### config.mk
export PLATFORM = sky130hd
export DESIGN_NAME = wb_regfile_sb
export DESIGN_NICKNAME = d
export VERILOG_FILES = /design/src/rtl/wb_regfile_sb.sv
export SDC_FILE = /design/constraint.sdc
export NUM_CORES = 1
export LEC_CHECK = 0
export ABC_CLOCK_PERIOD_IN_PS = 3100
export BUFFER_PORTS_ARGS = -buffer_cell sky130_fd_sc_hd__buf_2
export CAP_MARGIN = 20
export CORE_UTILIZATION = 45
export DETAILED_ROUTE_END_ITERATION = 8
export SETUP_SLACK_MARGIN = 0.02
export SYNTH_ARGS = -nofsm -noshare
export SYNTH_HDL_FRONTEND = slang
export SYNTH_SLANG_ARGS = --single-unit
### constraint.sdc
create_clock -name clk -period 3.1 [get_ports clk]
set_input_delay 0.155 -clock clk [delete_from_list [all_inputs] [get_ports clk]]
set_output_delay 0.155 -clock clk [all_outputs]
set_load 0.03 [all_outputs]
### src/rtl/wb_regfile_sb.sv
// rtl/wb_regfile_sb.sv - writeback register file with per-register pending-write scoreboard
// Optional same-cycle writeback bypass to the read ports: define WB_BYPASS_EN.
module wb_regfile_sb #(
  parameter int NREGS = 16,
  parameter int DW    = 16,
  parameter int CNTW  = 2
) (
  input  logic          clk,
  input  logic          rst_n,
  input  logic          wb_valid,
  input  logic [3:0]    wb_rd,
  input  logic [DW-1:0] wb_data,
  input  logic [3:0]    rs1,
  input  logic [3:0]    rs2,
  output logic [DW-1:0] rd1,
  output logic [DW-1:0] rd2,
  input  logic          iss_valid,
  input  logic [3:0]    iss_rd,
  output logic          iss_ready,
  output logic          rs1_busy,
  output logic          rs2_busy,
  output logic          stall,
  input  logic          flush
);

  localparam logic [CNTW-1:0] CNT_MAX  = '1;
  localparam logic [CNTW-1:0] CNT_ZERO = '0;
  localparam logic [CNTW-1:0] CNT_ONE  = CNTW'(1);

  logic [DW-1:0]   regs [NREGS];
  logic [CNTW-1:0] cnt  [NREGS];
  logic [NREGS-1:0] inc;
  logic [NREGS-1:0] dec;

  logic          wb_hit1;
  logic          wb_hit2;
  logic [DW-1:0] reg_rd1;
  logic [DW-1:0] reg_rd2;
  logic [CNTW-1:0] cnt_rs1;
  logic [CNTW-1:0] cnt_rs2;

  // R0 is never written, so its storage stays at its reset value of zero.
  assign iss_ready = (cnt[iss_rd] != CNT_MAX) || (iss_rd == 4'd0);

  genvar g;
  generate
    for (g = 0; g < NREGS; g++) begin : g_sb
      if (g == 0) begin : g_r0
        assign inc[g] = 1'b0;
        assign dec[g] = 1'b0;
      end else begin : g_rn
        assign inc[g] = iss_valid && iss_ready && (iss_rd == 4'(g));
        assign dec[g] = wb_valid && (wb_rd == 4'(g)) && (cnt[g] != CNT_ZERO);
      end
    end
  endgenerate

  always_ff @(posedge clk or negedge rst_n) begin
    if (!rst_n) begin
      for (int i = 0; i < NREGS; i++) begin
        regs[i] <= '0;
        cnt[i]  <= '0;
      end
    end else begin
      if (wb_valid && (wb_rd != 4'd0)) begin
        regs[wb_rd] <= wb_data;
      end
      // Flush drops every pending entry, including a same-cycle issue.
      for (int i = 0; i < NREGS; i++) begin
        if (flush) begin
          cnt[i] <= '0;
        end else if (inc[i] && !dec[i]) begin
          cnt[i] <= cnt[i] + CNT_ONE;
        end else if (dec[i] && !inc[i]) begin
          cnt[i] <= cnt[i] - CNT_ONE;
        end
      end
    end
  end

  assign reg_rd1 = (rs1 == 4'd0) ? '0 : regs[rs1];
  assign reg_rd2 = (rs2 == 4'd0) ? '0 : regs[rs2];
  assign cnt_rs1 = cnt[rs1];
  assign cnt_rs2 = cnt[rs2];
  assign wb_hit1 = wb_valid && (wb_rd == rs1) && (rs1 != 4'd0);
  assign wb_hit2 = wb_valid && (wb_rd == rs2) && (rs2 != 4'd0);

`ifdef WB_BYPASS_EN
  // The last outstanding write is landing now, so decode may proceed on bypassed data.
  assign rd1      = wb_hit1 ? wb_data : reg_rd1;
  assign rd2      = wb_hit2 ? wb_data : reg_rd2;
  assign rs1_busy = (cnt_rs1 != CNT_ZERO) && !(wb_hit1 && (cnt_rs1 == CNT_ONE));
  assign rs2_busy = (cnt_rs2 != CNT_ZERO) && !(wb_hit2 && (cnt_rs2 == CNT_ONE));
`else
  logic unused_hits;
  assign unused_hits = wb_hit1 ^ wb_hit2;
  assign rd1      = reg_rd1;
  assign rd2      = reg_rd2;
  assign rs1_busy = (cnt_rs1 != CNT_ZERO);
  assign rs2_busy = (cnt_rs2 != CNT_ZERO);
`endif

  assign stall = rs1_busy || rs2_busy || (iss_valid && !iss_ready);

endmodule
==> Yosys cells after proc, flatten, opt, wreduce, memory -nomap -nowiden <==
Cells that the tools add are included.
{ "word_totals": {"regBits": 286, "in_bits": 37, "output_inout_bits": 36, "word_cells": 315} }
{ "op_classes": {"addsub": 30, "magnitude_cmp": 5, "n_eq_ne": 31, "n_mux": 65, "n_bitwise": 4, "reduce_logical": 149} }
{ "op_table": {"columns": ["op", "n"], "rows": [
  ["bitwise mux 256 bit", 1],
  ["binary-select mux 16 bit (select 4 bit)", 2],
  ["two-way mux 16 bit", 7],
  ["two-way mux 2 bit", 51],
  ["logical AND 1 bit", 79],
  ["demux 16 bit (select 4 bit)", 1],
  ["equality test 4 bit, second input constant", 16],
  ["nonzero test 3 bit", 15],
  ["nonzero test 2 bit", 17],
  ["equality test 4 x 3 -> 1 bit, second input constant", 8],
  ["zero test 1 bit", 31],
  ["adder 2 x 1 -> 2 bit, second input constant", 15],
  ["subtractor 2 x 1 -> 2 bit, second input constant", 15],
  ["binary-select mux 2 bit (select 4 bit)", 3],
  ["greater-or-equal comparator 5 bit, second input constant", 4],
  ["NOT 4 -> 5 bit", 4],
  ["equality test 4 x 2 -> 1 bit, second input constant", 4],
  ["zero test 4 bit", 3],
  ["equality test 4 x 1 -> 1 bit, second input constant", 2],
  ["less-than comparator 5 x 1 -> 1 bit, second input constant", 1],
  ["nonzero test 4 bit", 1],
  ["logical OR 1 bit", 3],
  ["inequality test 2 bit, second input constant", 1]
]} }

==> Longest topological paths before layout <==
Gate-level depths: netlist of run 1.
{ "logic_depth": {"word_depth": 13, "depth_mapped": 9} }

==> Least setup slack after synthesis of run 1 <==
OpenSTA, ideal clock, no wires.
{ "synth_path": {"kind": "reg-to-output", "start": "register cnt[27] in the netlist's numbering", "end": "output port stall", "arrival_ns": 2.228, "required_time_ns": 2.945, "slack_ns": 0.717, "path_stages_with_launch": 8, "n_path_buf": 1, "cell_sequence": "dfrtp_1 -> a21oi_4 -> nor4_2 -> o32ai_4 -> a311oi_4 -> buf_6 -> nor2_1 -> o2111ai_1"} }
{ "synth_between": {"elab_chain_cells": 8} }
{ "synth_rtl": {"columns": ["item", "line_no", "text"], "rows": [
  ["from (decl)", "31", "logic [CNTW-1:0] cnt [NREGS];"],
  ["from (signal, indexed assignment)", "73", "cnt[i] <= cnt[i] + CNT_ONE;"],
  ["from (signal, indexed assignment)", "75", "cnt[i] <= cnt[i] - CNT_ONE;"],
  ["binary-select mux 2 bit (select 4 bit)", "43", "assign iss_ready = (cnt[iss_rd] != CNT_MAX) || (iss_rd == 4'd0);"],
  ["two-way mux 2 bit (implied by the code) (2 in series)", "43", null],
  ["inequality test 2 bit", "43", null],
  ["logical OR 1 bit", "43", null],
  ["named net iss_ready", "19", "output logic iss_ready,"],
  ["zero test 1 bit", "103", "assign stall = rs1_busy || rs2_busy || (iss_valid && !iss_ready);"],
  ["logical AND 1 bit", "103", null],
  ["logical OR 1 bit", "103", null],
  ["to (decl)", "22", "output logic stall,"]
]} }
The timed path passes the listed nets, and every way through them passes these cells. The select of a mux whose other input is x is not followed.

==> Worst setup path in the final report of run 1 <==
{ "layout_path": {"start": "register cnt[27] in the netlist's numbering", "end": "output port stall"} }
{ "layout_between": {"elab_chain_cells": 8} }
{ "layout_rtl": {"columns": ["item", "line_no"], "rows": [
  ["binary-select mux 2 bit (select 4 bit)", "43"],
  ["two-way mux 2 bit (implied by the code) (2 in series)", "43"],
  ["inequality test 2 bit", "43"],
  ["logical OR 1 bit", "43"],
  ["zero test 1 bit", "103"],
  ["logical AND 1 bit", "103"],
  ["logical OR 1 bit *", "103"]
]} }
Every way passes the cells marked *; elsewhere a longest branch is shown, timed or not. The select of a mux whose other input is x is not followed.

==> results.txt, run 1 <==
Final setup violation count -> 0
Clock sinks -> 286
Switching Share -> 27.87%
First-pass GRT wire length -> 72620 µm
Logic pwr share -> 21.2%
Post-synthesis async set-or-reset flop share -> 100.0%
First-pass DRT Iterations -> 5
Synth Area in XOR/XNOR -> 0.1103%
Critical path endpoint category -> output port
Slew Viols, Final -> 0
Crit path max-delay cell type -> a311oi_4
Clock skew -> 0.005605 ns
Yosys top cell area share -> 45.09%
Initial antenna violation count -> 0
Nets@finish -> 1496
Post-synthesis cell area -> 15870 µm²
Synth area leader -> dfrtp_1
Num CTS Buffers -> 35
Final GP Congestion -> 0.8224
Crit path time final -> 2.842 ns
Synth top area cells -> dfrtp_1 45%, mux4_2 24%, nand2_1 11%, mux2_2 7.1%, clkbuf_1 2.2%
Vias in the first global route -> 11690
# rows -> 68
Max_slew headroom -> 38.43%
Post-synth net total -> 1446
Status -> finished, final reports clean
Final instance area -> 18170 µm²
Worst vdd ir -> 0.4873 mV
Post-CTS setup buffer count -> 0
Hold_sp -> wb_data[4]
DR vias/cell -> 5.993
Placement Cell Area -> 16810 µm²
Setup Crit Path Kind -> reg2out
Vias -> 11610
Unique cell type count in the Yosys netlist -> 43
Clock slew at reported path FFs -> 0.06 ns
Layout cells sized above 1 -> 30.28%
Commonest cells after routing, fill and taps aside -> 454 x nand2_1, 286 x dfrtp_1, 166 x mux4_2
Final Non-Filler Cells -> 1938
Hold WC Path Type -> in2reg
CP Max Fanout -> 11
Simple logic cell fraction of the synthesized area -> 16.56%
Worst Hold Slack -> 0.01911 ns
Largest family of logic cells by synthesized area -> multiplexers
P_leak -> 8.179 nW
DRC violations left -> 0
Design internal power -> 8.503 mW
Ys Warns -> 0
Seq pwr share -> 42.1%
R2r startpoint -> cnt[27]
Switch Pwr -> 3.285 mW
RSZ-0062 raised after global routing -> false
Slew of the pin with the lowest slew margin -> 0.9159 ns
Pwr dens -> 648.8 nW/µm²
Diode count -> 0
Drt wl/cell -> 24.19 µm
ANT nets after route -> 0
Layout area overhead -> 14.46%
Pin count of the biggest net entering global routing -> 94
DIE AREA -> 36030 µm²
I/O Pins -> 73
Max Root-Sink Buffers -> 3
CP arrival -> 2.69 ns
Area fraction in compound gates after synthesis -> 3.902%
Nature of the critical path startpoint -> flip-flop
Clk Latency, worst-skew pair -> 0.50 ns
Core Region -> 34630 µm²
Critical path origin -> cnt[27]
Port bufs -> 72
Post-Syn Instances -> 1409
Critical Path RT -> 2.94 ns
Gr ovfl total -> 0
Dpl hpwl -> 28650 µm
Die height -> 189.8 µm
Total Power -> 11.79 mW
Crit-path cells -> a21oi_4 > nor3_1 > o32ai_4 > a311oi_4 > nor2_1 > o2111ai_1 > buf_2
Yosys reg bits -> 286
CP top delay family -> compound AO/OA/AOI/OAI gates
Final hold vios -> 0
Final Cycle Share -> 91.69%
Initial detailed-routing violation count -> 976
Gr usage total -> 27.15%
Root Buffer -> clkbuf_16
Clock network power share -> 36.7%
Post-synthesis sequential area ratio -> 45.09%
Total wire length -> 46890 µm
Placed Cells incl. Taps -> 1864
Mux contribution to synthesized area -> 31.02%
Synth Flop Type -> dfrtp_1
EDFF count, synth -> 0
Max_cap viols -> 0
Max Fclk -> 0.3518 GHz
Adder-Cell Fraction of Synth Area -> 0%
CTS tree -> done
Initial Util -> 45.84%
Max incr delay on CP -> 0.51 ns
Worst Path Buf+Inv -> 1
Mean post-synth cell area -> 11.27 µm²
Setup TNS -> 0 ns
Commonest non-fill, non-tap cell in the layout -> nand2_1
DIE WIDTH -> 189.8 µm
H-tree Lvls -> 2
timing repair:
action,CTS,global route
hold endpoints to repair,140,0
gates resized for setup,0,0
hold buffers,13,0
cell usage after synthesis, drive strengths merged (10+ instances only):
library cell and instances:
a21oi 38, and2 13, buf 30, clkbuf 91
dfrtp 286, mux2 100, mux4 166, nand2 454
nand3 15, nor2 53, nor2b 34, nor3 24
o21a 10, o21ai 27
per-layer routing:
layer	share of wire [%]	global-route usage, %	vias to the layer above
li1	-	-	5096
met1	43	38.68	5975
met2	47	42.65	468
met3	7.4	5.737	75
met4	2.0	6.576	0
met5	0	0	-
tightest hold or removal path, delay by kind of cell:
family | cells | cell delay [ns]
simple gates | 2 | 0.14
buf+inv | 1 | 0.20
per-stage QoR:
stage | util (%) | worst slack [ns]
after floorplan | - | 0.7167
after global placement | 48.55 | 0.6310
after detailed placement | 48.55 | 0.5994
after CTS | 52.47 | 0.2162
after global routing | 52.47 | 0.02005
final | 52.47 | 0.2575
cell type report:
class / instances / area, µm²
clock buffer: 53 / 1076
clock inverter: 8 / 148.9
fill: 3020 / 16460
inverter: 5 / 18.77
multi-input combinational: 997 / 8208
sequential: 286 / 7157
tap: 455 / 569.3
timing repair buffer: 134 / 991.0
logic make-up (layout without fill, tap and decap cells):
kind of cell,after synthesis,after routing
and+or+nand+nor,627,627
DFF,286,286
muxes,272,272
buffers and inverters,126,200
AOI/OAI and AO/OA,96,96
xor gates and xnor gates,2,2
flip-flops by register name (all words and copies together) (netlist names):
signal / flops
regs: 256
cnt: 30
worst paths after layout:
check	slack (ns)	cells after the start	to
max	0.26	7	stall
min	0.02	3	regs[20]
max reg2reg	0.78	7	cnt[20]
min reg2reg	0.38	0	regs[253]
max in group asynchronous	1.93	3	regs[33]
min in group asynchronous	0.27	2	regs[228]
power groups by stage:
stage                     Sequential, mW  Combinational, mW  Clock (mW)
after detailed placement            5.00               2.50           0
after global placement              4.96               2.45           0
after floorplan                     4.80               1.94           0
final                               4.96               2.50        4.33
after CTS                           4.94               2.53        4.40
after global routing                5.04               2.73        4.56
Note: power is estimated with default switching activity, not from simulation.
==> run 2: changes to the inputs <==
--- a/config.mk
+++ b/config.mk
@@ -5,10 +5,11 @@
 export SDC_FILE = /design/constraint.sdc
 export NUM_CORES = 1
 export LEC_CHECK = 0
-export ABC_CLOCK_PERIOD_IN_PS = 3100
+export ABC_CLOCK_PERIOD_IN_PS = 2500
 export BUFFER_PORTS_ARGS = -buffer_cell sky130_fd_sc_hd__buf_2
 export CAP_MARGIN = 20
 export CORE_UTILIZATION = 45
+export CTS_CLUSTER_DIAMETER = 30
 export DETAILED_ROUTE_END_ITERATION = 8
 export SETUP_SLACK_MARGIN = 0.02
 export SYNTH_ARGS = -nofsm -noshare
==> constraint.sdc (replaced) <==
create_clock -name clk -period 2.5 [get_ports clk]
set_input_delay 0.125 -clock clk [delete_from_list [all_inputs] [get_ports clk]]
set_output_delay 0.125 -clock clk [all_outputs]
set_load 0.03 [all_outputs]
==> results.txt, run 2 (synthesis results as in run 1) <==
Worst vdd ir -> 0.6767 mV
Final setup violation count -> 0
Vias in the first global route -> 12570
Diode count -> 0
Max_slew headroom -> 49.55%
Final Non-Filler Cells -> 2036
Clock skew -> 0.02345 ns
Drt wl/cell -> 23.51 µm
Nets@finish -> 1563
Footprint of the multi-input gates -> 8244 µm²
Critical Path RT -> 2.38 ns
Final Cycle Share -> 96.52%
Worst Hold Slack -> 0.08580 ns
H-tree Lvls -> 3
Root Buffer -> clkbuf_16
Num CTS Buffers -> 72
Final GP Congestion -> 0.8453
Nature of the critical path startpoint -> flip-flop
Initial detailed-routing violation count -> 992
CP Max Fanout -> 5
Commonest cells after routing, fill and taps aside -> 454 x nand2_1, 284 x dfrtp_1, 166 x mux4_2
Critical path endpoint category -> output port
Total Power -> 18.77 mW
DR vias/cell -> 5.969
First-pass DRT Iterations -> 5
Final instance area -> 19800 µm²
Final hold vios -> 0
Clk Latency, worst-skew pair -> 0.57 ns
Total wire length -> 47860 µm
Max reg flops -> 256
Crit path time final -> 2.413 ns
DIE AREA -> 36030 µm²
Layout cells sized above 1 -> 34.72%
Clock slew at reported path FFs -> 0.04 ns
Placement Cell Area -> 17040 µm²
R2R cell count -> 7
Hold WC Path Type -> in2reg
Clock sinks -> 286
Pwr dens -> 948.1 nW/µm²
Vias -> 12150
Gr usage total -> 27.99%
ANT nets after route -> 0
Initial antenna violation count -> 0
Dpl hpwl -> 29410 µm
Initial Util -> 45.84%
Gr ovfl total -> 0
Fillers -> 2797
Core Region -> 34630 µm²
Slew of the pin with the lowest slew margin -> 0.7550 ns
Most flop-heavy register -> regs
I/O Pins -> 73
CP arrival -> 2.29 ns
Max Root-Sink Buffers -> 3
Placed Cells incl. Taps -> 1884
First-pass GRT wire length -> 75220 µm
Die height -> 189.8 µm
Slew Viols, Final -> 0
Layout area overhead -> 24.71%
P_leak -> 8.959 nW
Largest regs -> regs x256, cnt x30
Commonest non-fill, non-tap cell in the layout -> nand2_1
Max Fclk -> 0.4144 GHz
Min-Delay Path Depth -> 2
Worst setup margin -> 0.08699 ns
Port bufs -> 72
DIE WIDTH -> 189.8 µm
CTS tree -> done
RSZ-0062 raised after global routing -> true
Reg area -> 7159 µm²
Max_cap viols -> 0
Pin count of the biggest net entering global routing -> 72
Setup Crit Path Kind -> reg2out
Status -> finished, final reports clean
Setup WS pre-CTS -> 0.1954 ns
# rows -> 68
DRC violations left -> 0
==> run 2: cell count changes in the layout (fill, tap and decap cells not counted), moves of 3 or more <==
cell / before / now
clkinvlp_4: 2 / 9
buf_12: 9 / 15
clkinv_2: 1 / 11
buf_4: 44 / 67
clkbuf_16: 37 / 74
bufinv_16: 4 / 9
clkbuf_8: 9 / 12
clkbuf_1: 7 / 10
dlygate4sd3_1: 13 / 17
buf_2: 67 / 63
==> run 2: worst paths after layout <==
kind | from | slack, ns | to
min reg2reg | regs[252] | 0.37 | regs[252]
min in group asynchronous | rst_n | 0.13 | regs[196]
max | cnt[27] | 0.09 | stall
max in group asynchronous | rst_n | 1.45 | cnt[22]
max reg2reg | cnt[27] | 0.44 | cnt[9]
min | flush | 0.09 | cnt[26]
==> run 2: per-layer routing <==
layer	global-route usage [%]	vias to the layer above	part of all wire [%]
met4	10.89	0	3.3
met2	43.12	542	47
met1	39.65	6270	42
li1	-	5243	-
met5	0	-	0
met3	4.925	98	7.7
==> run 2: worst max-delay path, cell delays in order (launching register included) <==
cell and delay, ns:
dfrtp_2 0.41, a21oi_4 0.08, nor4_4 0.30, o32ai_4 0.16
a311oi_4 0.32, nor2_2 0.11, o2111ai_2 0.19, buf_6 0.16
==> run 2: timing repair <==
action | 4_1_cts | 5_1_grt
pin swaps | 4 | 5
buffers inserted | 4 | 2
hold buffers | 17 | 0
gates resized for setup | 7 | 11
setup endpoints to repair | 1 | 4
endpoints found under the hold margin | 210 | 0
==> run 2: area by class of cell <==
| type | count | share of cell area (%) |
|---|---|---|
| clock buffer | 96 | 10.38 |
| clock inverter | 33 | 2.199 |
| timing repair buffer | 164 | 6.643 |
| multi-input combinational | 997 | 41.64 |
| sequential | 286 | 36.16 |
| tap | 455 | 2.876 |
| inverter | 5 | 0.09480 |
==> run 2: where the power goes <==
| group | internal (mW) | switching [mW] | leakage, nW |
|---|---|---|---|
| Sequential | 5.50 | 0.638 | 3.64 |
| Combinational | 1.72 | 1.46 | 4.11 |
| Clock | 6.64 | 2.81 | 1.20 |
| Total | 13.9 | 4.91 | 8.96 |
==> run 2: stage by stage <==
stage / utilization (%) / TNS, ns
2_1_floorplan: - / 0
3_3_place_gp: 49.21 / 0
3_5_place_dp: 49.21 / 0
4_1_cts: 57.05 / 0
5_1_grt: 57.17 / -0.01266
6_report: 57.17 / 0
==> run 3: changes to the inputs <==
--- a/config.mk
+++ b/config.mk
@@ -5,7 +5,8 @@
 export SDC_FILE = /design/constraint.sdc
 export NUM_CORES = 1
 export LEC_CHECK = 0
-export ABC_CLOCK_PERIOD_IN_PS = 2500
+export ABC_AREA = 1
+export ABC_CLOCK_PERIOD_IN_PS = 2000
 export BUFFER_PORTS_ARGS = -buffer_cell sky130_fd_sc_hd__buf_2
 export CAP_MARGIN = 20
 export CORE_UTILIZATION = 45
==> constraint.sdc (replaced) <==
create_clock -name clk -period 2 [get_ports clk]
set_input_delay 0.1 -clock clk [delete_from_list [all_inputs] [get_ports clk]]
set_output_delay 0.1 -clock clk [all_outputs]
set_load 0.03 [all_outputs]
==> results.txt, run 3 <==
Slew of the pin with the lowest slew margin -> 0.5326 ns
Clock skew -> 0.01670 ns
Critical Path Most Common Cell -> buf_4
Max reg flops -> 256
R2r startpoint -> cnt[2]
ANT nets after route -> 0
Fillers -> 3183
Crit-path cells -> nor2_4 > buf_4 > a21oi_2 > o21ai_2 > a32oi_2 > and3_4 > nor2_1 > o21ai_1 > buf_4
Clock slew at reported path FFs -> 0.05 ns
Synth top cells by count -> 494 x nand2_1, 389 x o21ai_0, 287 x inv_1, 286 x dfrtp_1, 154 x a21oi_1
Total wire length -> 60030 µm
RSZ-0062 raised after global routing -> true
DIE AREA -> 36890 µm²
CP Max Fanout -> 3
Clk Latency, worst-skew pair -> 0.57 ns
Largest regs -> regs x256, cnt x30
Root Buffer -> clkbuf_16
Setup Crit Path Kind -> reg2out
Crit path max-delay cell type -> dfrtp_2
Dpl hpwl -> 37190 µm
Max Root-Sink Buffers -> 3
Nature of the critical path startpoint -> flip-flop
# rows -> 69
CP arrival -> 2.11 ns
Clock sinks -> 286
Most flop-heavy register -> regs
Total Power -> 24.57 mW
P_leak -> 9.437 nW
R2R Setup Slk -> 0.14 ns
Synth Flop Type -> dfrtp_1
Critical Path RT -> 1.90 ns
EDFF count, synth -> 0
Most frequent cell after synthesis -> nand2_1
Placement Cell Area -> 17460 µm²
Core Region -> 35570 µm²
Crit path time final -> 2.210 ns
DIE WIDTH -> 192.1 µm
Final instance area -> 21120 µm²
Layout cells sized above 1 -> 19.89%
Num CTS Buffers -> 77
Drt wl/cell -> 21.03 µm
Failing checks -> negative setup slack
Max_slew headroom -> 64.30%
Pin count of the biggest net entering global routing -> 75
Pwr dens -> 1164 nW/µm²
Post-synthesis cell area -> 16260 µm²
Reg area -> 7173 µm²
DR vias/cell -> 5.883
I/O Pins -> 73
Vias -> 16790
Final hold vios -> 0
Gr ovfl total -> 0
Setup WS pre-CTS -> -0.006301 ns
Slew Viols, Final -> 0
Synth area leader -> dfrtp_1
H-tree Lvls -> 3
Yosys top cell area share -> 44.02%
CTS tree -> done
Unique cell type count in the Yosys netlist -> 34
Max incr delay on CP -> 0.39 ns
Initial detailed-routing violation count -> 1689
R2R cell count -> 14
Hold WC Path Type -> in2async
Footprint of the multi-input gates -> 7780 µm²
Diode count -> 0
Nets@finish -> 2369
DRC violations left -> 0
Vias in the first global route -> 15940
Layout area overhead -> 29.89%
Worst setup margin -> -0.2101 ns
Post-Syn Instances -> 2216
Critical path endpoint category -> output port
Post-synth net total -> 2253
First-pass GRT wire length -> 92170 µm
Final Cycle Share -> 110.5%
Ys Warns -> 0
Worst vdd ir -> 0.9066 mV
R2r endpoint -> cnt[25]
Max Fclk -> 0.4525 GHz
Final GP Congestion -> 0.9154
Final setup violation count -> 9
Core Util, Final -> 59.36%
Post-synthesis sequential area ratio -> 44.02%
Status -> complete, but fails checks
Commonest non-fill, non-tap cell in the layout -> nand2_1
Initial antenna violation count -> 0
Yosys reg bits -> 286
Mean post-synth cell area -> 7.336 µm²
First-pass DRT Iterations -> 9
Port bufs -> 72
Commonest cells after routing, fill and taps aside -> 483 x nand2_1, 348 x o21ai_0, 273 x dfrtp_1
Die height -> 192.1 µm
Max_cap viols -> 0
Initial Util -> 45.70%
Gr usage total -> 33.03%
Post-synthesis async set-or-reset flop share -> 100.0%
Synth top area cells -> dfrtp_1 44%, o21ai_0 12%, nand2_1 11%, inv_1 6.6%, o221ai_1 5.2%
==> run 3: changes by cell type after synthesis, moves of 24 or more <==
cell      previous run  this run
nand4_1              5        29
o21ai_0             25       389
inv_1                5       287
nand3_1             15        56
nand2_1            454       494
nor2b_1             34         0
o211ai_1             2        38
a21oi_1             37       154
mux2_2             100         0
mux4_2             166         0
nor2_1              53       115
o221ai_1             0        96
clkbuf_1            91       137
==> run 3: how the worst max path moves through the flow <==
stage,start,end,slack [ns],depth (start not counted)
2_1_floorplan,iss_rd[0],stall,0.16,14
3_3_place_gp,rs2[1],rd2[0],0.01,9
3_5_place_dp,rs2[1],rd2[0],-0.006,9
4_1_cts,cnt[9],stall,-0.18,11
5_1_grt,cnt[23],stall,-0.30,8
6_report,cnt[27],stall,-0.21,9
==> run 3: power by group <==
| group | internal [mW] | switching (mW) | leakage [nW] | total [mW] |
|---|---|---|---|---|
| sequential | 6.99 | 0.623 | 3.51 | 7.61 |
| combinational | 1.67 | 2.93 | 4.64 | 4.60 |
| clock | 8.65 | 3.71 | 1.29 | 12.4 |
==> run 3: final cells by class <==
| type | count | area share, % |
|---|---|---|
| Inverter | 294 | 5.238 |
| Clock inverter | 32 | 1.849 |
| Tap cell | 461 | 2.732 |
| Sequential cell | 286 | 33.97 |
| Clock buffer | 108 | 10.63 |
| Multi-Input combinational cell | 1466 | 36.85 |
| Timing Repair Buffer | 207 | 8.734 |
==> run 3: kinds of logic (layout without fill, tap and decap cells) <==
kind of cell	count (synthesis)	in the layout	share of synthesized area [%]
AOI/OAI and AO/OA	735	735	26.14
buffers and inverters	465	641	11.16
DFF	286	286	44.02
and+or+nand+nor	730	731	18.68
==> run 3: worst max-delay path: cells and delay by family (launching register included) <==
| family | cells | cell delay [ns] |
|---|---|---|
| AOI/OAI and AO/OA | 4 | 0.51 |
| buffers and inverters | 2 | 0.31 |
| and+or+nand+nor | 3 | 0.32 |
| DFF | 1 | 0.39 |
==> run 3: per-stage QoR <==
stage	hold WS, ns	TNS, ns	std cells
finish	0.03897	-0.6333	2854
global route	0.06649	-2.604	2854
CTS	0.04070	-0.5779	2835
detailed placement	0.01794	-0.006301	2670
global placement	0.01730	0	2670
floorplan	-0.1956	0	2216
==> run 3: repair_timing <==
item | CTS | global route
endpoints found under the setup margin | 29 | 37
hold buffers | 18 | 0
pin swaps | 25 | 73
resized for setup | 118 | 116
gates cloned | 1 | 0
setup buffers | 7 | 19
endpoints found under the hold margin | 462 | 0
==> run 3: per-layer routing <==
metal,routed length [µm],track usage [%],up-vias
met1,25440,44.45,8021
met2,27420,51.76,850
met4,2331,14.57,0
li1,-,-,7721
met5,0,0,-
met3,4837,6.139,197
